[config.mk]
export PLATFORM = sky130hd
export DESIGN_NAME = ov7670_stream_gen
export DESIGN_NICKNAME = d
export VERILOG_FILES = /design/src/rtl/ov7670_pkg.sv /design/src/rtl/ov7670_timing_counter.sv /design/src/rtl/ov7670_stream_gen.sv
export SDC_FILE = /design/constraint.sdc
export NUM_CORES = 1
export LEC_CHECK = 0
export CORE_MARGIN = 1
export CORE_UTILIZATION = 28
export DETAILED_ROUTE_END_ITERATION = 6
export PLACE_DENSITY = 0.51
export SLEW_MARGIN = 10
export SYNTH_ARGS = -nofsm -noshare
export SYNTH_HDL_FRONTEND = slang
export SYNTH_SLANG_ARGS = --single-unit
[constraint.sdc]
create_clock -name pclk -period 3.65 [get_ports pclk]
set_clock_uncertainty 0.15 [all_clocks]
set_input_delay 0.73 -clock pclk [delete_from_list [all_inputs] [get_ports pclk]]
set_output_delay 0.73 -clock pclk [all_outputs]
set_load 0.01 [all_outputs]
[src/rtl/ov7670_pkg.sv]
// Shared definitions for the OV7670 pixel-bus blocks.
//   - default timing constants (VGA, RGB565)
//   - FSM state encoding for the stream generator
//   - RGB444 -> RGB565 byte mapping; the capture path relies on this
//     exact bit placement to round-trip frames bit-exact
package ov7670_pkg;

  localparam int DEF_H_ACTIVE    = 640;
  localparam int DEF_V_ACTIVE    = 480;
  localparam int DEF_H_BLANK     = 144;
  localparam int DEF_VSYNC_LINES = 3;
  localparam int DEF_VBP_LINES   = 17;
  localparam int DEF_VFP_LINES   = 10;
  localparam int ADDR_W          = 19;

  typedef enum logic [2:0] {
    ST_IDLE   = 3'd0,
    ST_VSYNC  = 3'd1,
    ST_VBP    = 3'd2,
    ST_ACTIVE = 3'd3,
    ST_VFP    = 3'd4
  } state_t;

  // px = {R4,G4,B4}. second=0 gives RRRRR GGG, second=1 gives GGG BBBBB,
  // with the missing LSBs filled by replicating the MSBs.
  function automatic logic [7:0] rgb565_byte(input logic [11:0] px, input logic second);
    logic [3:0] r4, g4, b4;
    r4 = px[11:8];
    g4 = px[7:4];
    b4 = px[3:0];
    if (!second) return {r4, r4[3], g4[3:1]};
    else         return {g4[0], g4[3:2], b4, b4[3]};
  endfunction

endpackage

[src/rtl/ov7670_timing_counter.sv]
// Horizontal and per-state line counters for the stream generator.
// Ports:
//   pclk, reset   clock, async active-high reset
//   en            count enable (low holds both counters at 0)
//   last_line     index of the final line of the current state
//   h_nxt         value h_cnt takes at the next edge
//   line_nxt      value line_cnt takes at the next edge
//   eos           last cycle of the current state
// The "next" values are exported so the top can register its outputs
// one cycle ahead and still line up with the counters.
module ov7670_timing_counter
  import ov7670_pkg::*;
#(
  parameter int LINE_LEN = 1424,
  parameter int HW       = 11,
  parameter int LW       = 9
) (
  input  logic          pclk,
  input  logic          reset,
  input  logic          en,
  input  logic [LW-1:0] last_line,
  output logic [HW-1:0] h_nxt,
  output logic [LW-1:0] line_nxt,
  output logic          eos
);

  logic [HW-1:0] h_cnt;
  logic [LW-1:0] line_cnt;
  logic          eol;
  logic          line_last;

  assign eol       = (h_cnt == HW'(LINE_LEN - 1));
  assign line_last = (line_cnt == last_line);
  assign eos       = en & eol & line_last;

  always_comb begin
    h_nxt    = '0;
    line_nxt = '0;
    if (en) begin
      h_nxt    = eol ? '0 : h_cnt + 1'b1;
      line_nxt = eol ? (line_last ? '0 : line_cnt + 1'b1) : line_cnt;
    end
  end

  always_ff @(posedge pclk or posedge reset) begin
    if (reset) begin
      h_cnt    <= '0;
      line_cnt <= '0;
    end else begin
      h_cnt    <= h_nxt;
      line_cnt <= line_nxt;
    end
  end

endmodule

[src/rtl/ov7670_stream_gen.sv]
// OV7670 pixel-bus transmitter: reads RGB444 pixels from a frame buffer and
// drives vsync/href/d as an OV7670 in RGB565 mode (two bytes per pixel).
// Ports:
//   pclk, reset   clock, async active-high reset
//   run           level; enables frame generation
//   rd_addr/rd_en frame-buffer read port, data returns one cycle later
//   rd_data       {R4,G4,B4}
//   vsync, href   frame / line sync, active-high
//   d             pixel byte, 0 outside href
//   busy          high in every state but IDLE
//   frame_done    one-cycle pulse on the last cycle of a frame
//
// state     | meaning
// ----------+-----------------------------------------------
// ST_IDLE   | waiting for run, counters held at 0
// ST_VSYNC  | vsync high for VSYNC_LINES line periods
// ST_VBP    | vertical back porch
// ST_ACTIVE | V_ACTIVE lines of reads and href bursts
// ST_VFP    | vertical front porch, run resampled at the end
//
// Every output is registered from next-cycle values (state_d, h_nxt), so
// each output flop holds the value belonging to the current h_cnt.
module ov7670_stream_gen
  import ov7670_pkg::*;
#(
  parameter int H_ACTIVE    = DEF_H_ACTIVE,
  parameter int V_ACTIVE    = DEF_V_ACTIVE,
  parameter int H_BLANK     = DEF_H_BLANK,
  parameter int VSYNC_LINES = DEF_VSYNC_LINES,
  parameter int VBP_LINES   = DEF_VBP_LINES,
  parameter int VFP_LINES   = DEF_VFP_LINES
) (
  input  logic        pclk,
  input  logic        reset,
  input  logic        run,
  output logic [18:0] rd_addr,
  output logic        rd_en,
  input  logic [11:0] rd_data,
  output logic        vsync,
  output logic        href,
  output logic [7:0]  d,
  output logic        busy,
  output logic        frame_done
);

  localparam int LINE_LEN  = 2 * H_ACTIVE + H_BLANK;
  localparam int HW        = $clog2(LINE_LEN);
  localparam int MAX_AB    = (VSYNC_LINES > VBP_LINES) ? VSYNC_LINES : VBP_LINES;
  localparam int MAX_CD    = (V_ACTIVE > VFP_LINES) ? V_ACTIVE : VFP_LINES;
  localparam int MAX_LINES = (MAX_AB > MAX_CD) ? MAX_AB : MAX_CD;
  localparam int LW        = (MAX_LINES > 1) ? $clog2(MAX_LINES) : 1;

  localparam logic [HW-1:0] HREF_FIRST = HW'(2);
  localparam logic [HW-1:0] HREF_LAST  = HW'(2 * H_ACTIVE + 1);
  localparam logic [HW-1:0] RD_END     = HW'(2 * H_ACTIVE);
  localparam logic [HW-1:0] H_LAST     = HW'(LINE_LEN - 1);

  state_t        state, state_d;
  logic [LW-1:0] last_line;
  logic [HW-1:0] h_nxt;
  logic [LW-1:0] line_nxt;
  logic          eos;
  logic          href_d;
  logic [11:0]   pix_q;

  ov7670_timing_counter #(
    .LINE_LEN (LINE_LEN),
    .HW       (HW),
    .LW       (LW)
  ) u_timing (
    .pclk      (pclk),
    .reset     (reset),
    .en        (state != ST_IDLE),
    .last_line (last_line),
    .h_nxt     (h_nxt),
    .line_nxt  (line_nxt),
    .eos       (eos)
  );

  // Kept apart from the next-state logic so eos does not feed back into
  // the block that produces last_line.
  always_comb begin
    last_line = '0;
    case (state)
      ST_VSYNC:  last_line = LW'(VSYNC_LINES - 1);
      ST_VBP:    last_line = LW'(VBP_LINES - 1);
      ST_ACTIVE: last_line = LW'(V_ACTIVE - 1);
      ST_VFP:    last_line = LW'(VFP_LINES - 1);
      default:   last_line = '0;
    endcase
  end

  always_comb begin
    state_d = state;
    case (state)
      ST_IDLE:   if (run) state_d = ST_VSYNC;
      ST_VSYNC:  if (eos) state_d = ST_VBP;
      ST_VBP:    if (eos) state_d = ST_ACTIVE;
      ST_ACTIVE: if (eos) state_d = ST_VFP;
      ST_VFP:    if (eos) state_d = run ? ST_VSYNC : ST_IDLE;
      default:   state_d = ST_IDLE;
    endcase
  end

  assign href_d = (state_d == ST_ACTIVE) && (h_nxt >= HREF_FIRST) && (h_nxt <= HREF_LAST);

  always_ff @(posedge pclk or posedge reset) begin
    if (reset) begin
      state      <= ST_IDLE;
      rd_addr    <= '0;
      rd_en      <= 1'b0;
      vsync      <= 1'b0;
      href       <= 1'b0;
      d          <= '0;
      busy       <= 1'b0;
      frame_done <= 1'b0;
      pix_q      <= '0;
    end else begin
      state      <= state_d;
      vsync      <= (state_d == ST_VSYNC);
      href       <= href_d;
      busy       <= (state_d != ST_IDLE);
      rd_en      <= (state_d == ST_ACTIVE) && (h_nxt < RD_END) && !h_nxt[0];
      frame_done <= (state_d == ST_VFP) && (h_nxt == H_LAST) &&
                    (line_nxt == LW'(VFP_LINES - 1));

      if (state_d == ST_VSYNC && state != ST_VSYNC) rd_addr <= '0;
      else if (rd_en)                                rd_addr <= rd_addr + 1'b1;

      // Even h_nxt: rd_data is valid now, emit the first byte and keep
      // the pixel for the second byte on the following cycle.
      if (href_d && !h_nxt[0]) begin
        d     <= rgb565_byte(rd_data, 1'b0);
        pix_q <= rd_data;
      end else if (href_d) begin
        d     <= rgb565_byte(pix_q, 1'b1);
      end else begin
        d     <= '0;
      end
    end
  end

endmodule

==> results.cfg <==
[sta]
rsz0062_at_grt = no
totalNegativeSetupSlack_ps = 0
postLayoutSetupSlackWorst_ps = 435.2
slew_viol_final = 0
max-slew-margin-rel_pct = 48.08
fmax_mhz = 311.1
worst-slew-pin-transition_ps = 771.7
period_needed_ps = 3215
finalCritPeriodShare_pct = 88.08
finalSetupViolCount = 0
finalHoldViolations = 0
holdWs_ps = 366.2

[status]
status = complete, no violations

[clocking]
postCtsSetupBuffers = 0
clk_latency_ps = 330
h-tree-depth = 3
ctsLongestPathBuffers = 2
cts.clk_slew.worst_paths_ps = 50
cts_tree = yes
cts_num_sinks = 62
hold_buffers = 0
cts_buffers = 9
post_cts_resize_count = 0
root_buffer = clkbuf_16

[floorplan]
fp-row-count = 40
die_h_um = 113.0
start_util_pct = 28.71
coreArea_um2 = 12010
die_w_um = 113.0
die_area_um2 = 12760
io_pins = 47

[final_layout]
design_area_um2 = 4364
area.growth.synth_to_final_pct = 26.56
nets = 433
nFillCells = 1201
n_antenna_cell = 0
drive_gt1_share_pct = 10.00

[global_route]
grt_overflow = 0
grt_max_degree = 26
antenna_found_initial = 0
track_usage_pct = 13.54
first_global_vias = 2716
grt_pass1_wl_um = 13500

[critical_path]
r2r_start = u_timing.h_cnt[0]$_DFF_PP0_
critPathRequiredTime_ps = 3710
r2r_end = pix_q[0]$_DFFE_PP0P_
crit_chain = ha_1 -> and3_1 -> buf_4 -> nand3_1 -> o32ai_2 -> nand4b_4 -> o311ai_4 -> nand4_4 -> mux2_4
startpoint_type = register
arrival_ps = 3280
startpoint = u_timing.h_cnt[0]$_DFF_PP0_
crit_slowest_cell = dfrtp_1
end_kind = register
slowest_delay_ps = 490
cp_max_fo = 10
endpoint = pix_q[0]$_DFFE_PP0P_
reg2reg_slack_ps = 440
crit_type = reg2reg
ff2ff_path_depth = 9

[place]
place_area_um2 = 4040
dp_hpwl_um = 5575
dp_worst_setup_slack_ps = 472.5
portBuffers = 46
gp_congestion = 0.8534

[logic_synthesis]
yosysUniqueCellTypes = 54
syn-num-nets = 389
ys_seq_area_share_pct = 44.99
ys_warn_count = 0
syn_inst = 371
avgSynthCellArea_um2 = 9.295
synthArstFlopShare_pct = 100.0
synth_edf_count = 0
ys_ff_latch = 62
synth_flop_cell = dfrtp_1
syn-cell-area_um2 = 3448

[routing]
drtIter0Drc = 360
vias_per_cell = 4.979
routed-via-count = 2823
avgRoutedWirePerCell_um = 14.03
drc = 0
routed_wl_um = 7956
detail-route-antenna-nets = 0
drtPass1Iterations = 4

[power_and_ir_drop]
p_total_w = 0.002111
irDropWorstVdd_uv = 213.6
powerDensity_nw_per_um2 = 483.7
leakage_nw = 1.844

[hold_path]
hold_class = reg2reg

[flow_run]
cap_violations = 0
report_power, final:
part,internal [W],switching (W),total [W]
logic,0.000162,0.000215,0.000377
clock network,0.000599,0.000322,0.000922
registers,0.000736,0.0000761,0.000812
total,0.00150,0.000613,0.00211
layout by cell type, fill, tap and decap left out, types with 3 or more instances in the layout:
cell	Yosys	final
a211oi_1	4	3
a21oi_1	16	16
a31oi_1	4	4
and2_1	5	5
and3_1	4	4
and4_1	4	4
buf_4	1	8
clkbuf_16	0	9
clkdlybuf4s50_1	0	46
clkinv_4	1	4
dfrtp_1	62	62
ha_1	3	3
inv_1	16	15
mux2_4	7	7
nand2_1	38	38
nand3_1	15	15
nand4_1	11	11
nor2_1	62	62
nor2b_1	3	3
nor3_1	5	5
nor4_1	3	3
o2111ai_1	3	3
o21ai_0	7	7
or2_2	3	3
or3_1	3	3
xnor2_1	18	18
xor2_1	17	17
metrics by stage:
stage | util [%] | cells
5_1_grt | 36.33 | 567
3_5_place_dp | 33.64 | 551
3_3_place_gp | 33.64 | 551
2_1_floorplan | - | 371
6_report | 36.33 | 567
4_1_cts | 36.33 | 567
kinds of logic (layout without fill, tap and decap cells):
kind of cell             Yosys count  in the layout  synth area share [%]
AND/OR/NAND/NOR                  167            167                 24.02
flip-flops                        62             62                 44.99
AO/OA/AOI/OAI                     57             57                 11.97
buffers and inverters             38             87                 5.406
XOR/XNOR                          35             35                 8.890
multiplexers                       9              9                 3.628
adder cells (fa/ha/maj)            3              3                 1.089
synth_stat cells (5+ instances only):
| library cell | n | area share [%] |
|---|---|---|
| o21ai_0 | 7 | 1.0 |
| nor3_1 | 5 | 0.73 |
| xnor2_1 | 18 | 4.6 |
| and2_1 | 5 | 0.91 |
| mux2_4 | 7 | 3.0 |
| dfrtp_1 | 62 | 45 |
| nand4_1 | 11 | 2.0 |
| nor2_1 | 62 | 6.7 |
| xor2_1 | 17 | 4.3 |
| a21oi_1 | 16 | 2.3 |
| clkbuf_1 | 12 | 1.3 |
| nand3_1 | 15 | 2.2 |
| nand2_1 | 38 | 4.1 |
| inv_1 | 16 | 1.7 |
critical path: cells and delay by family, from the launching register on:
kind	cells	cell delay, ps
AND/OR/NAND/NOR	4	810
AO/OA/AOI/OAI	2	810
multiplexers	1	350
buffers and inverters	1	170
adder cells (fa/ha/maj)	1	320
flip-flops	1	490
how the worst min path moves through the flow:
stage	startpoint	endpoint	slack, ps	cells past startpoint
after floorplan	pix_q[0]$_DFFE_PP0P_	pix_q[0]$_DFFE_PP0P_	330	1
after global placement	pix_q[0]$_DFFE_PP0P_	pix_q[0]$_DFFE_PP0P_	350	1
after detailed placement	pix_q[1]$_DFFE_PP0P_	pix_q[1]$_DFFE_PP0P_	350	1
after CTS	pix_q[1]$_DFFE_PP0P_	pix_q[1]$_DFFE_PP0P_	370	1
after global routing	pix_q[1]$_DFFE_PP0P_	pix_q[1]$_DFFE_PP0P_	380	1
final	pix_q[4]$_DFFE_PP0P_	pix_q[4]$_DFFE_PP0P_	370	1
metal layers:
layer,track usage (%),vias up,wire (um)
met4,7.632,0,235
met2,21.15,84,3677
met5,0,-,0
li1,-,1374,-
met1,17.76,1346,3675
met3,2.410,19,367
flip-flops by register name, indices dropped and copies added (netlist names):
| signal | count |
|---|---|
| frame_done | 1 |
| busy | 1 |
| state | 3 |
| u_timing.h_cnt | 11 |
| vsync | 1 |
| rd_en | 1 |
| pix_q | 7 |
| href | 1 |
| d | 8 |
| u_timing.line_cnt | 9 |
| rd_addr | 19 |
final cells by class:
cell class	instances	area, um^2	area share (%)
Multi-Input combinational cell	271	1715	39.31
Inverter	17	68.82	1.577
Tap cell	147	183.9	4.214
Clock buffer	9	225.2	5.161
Clock inverter	7	98.84	2.265
Sequential cell	62	1551	35.55
Timing Repair Buffer	54	520.5	11.93
No activity file was read; power rests on OpenSTA's default activity.
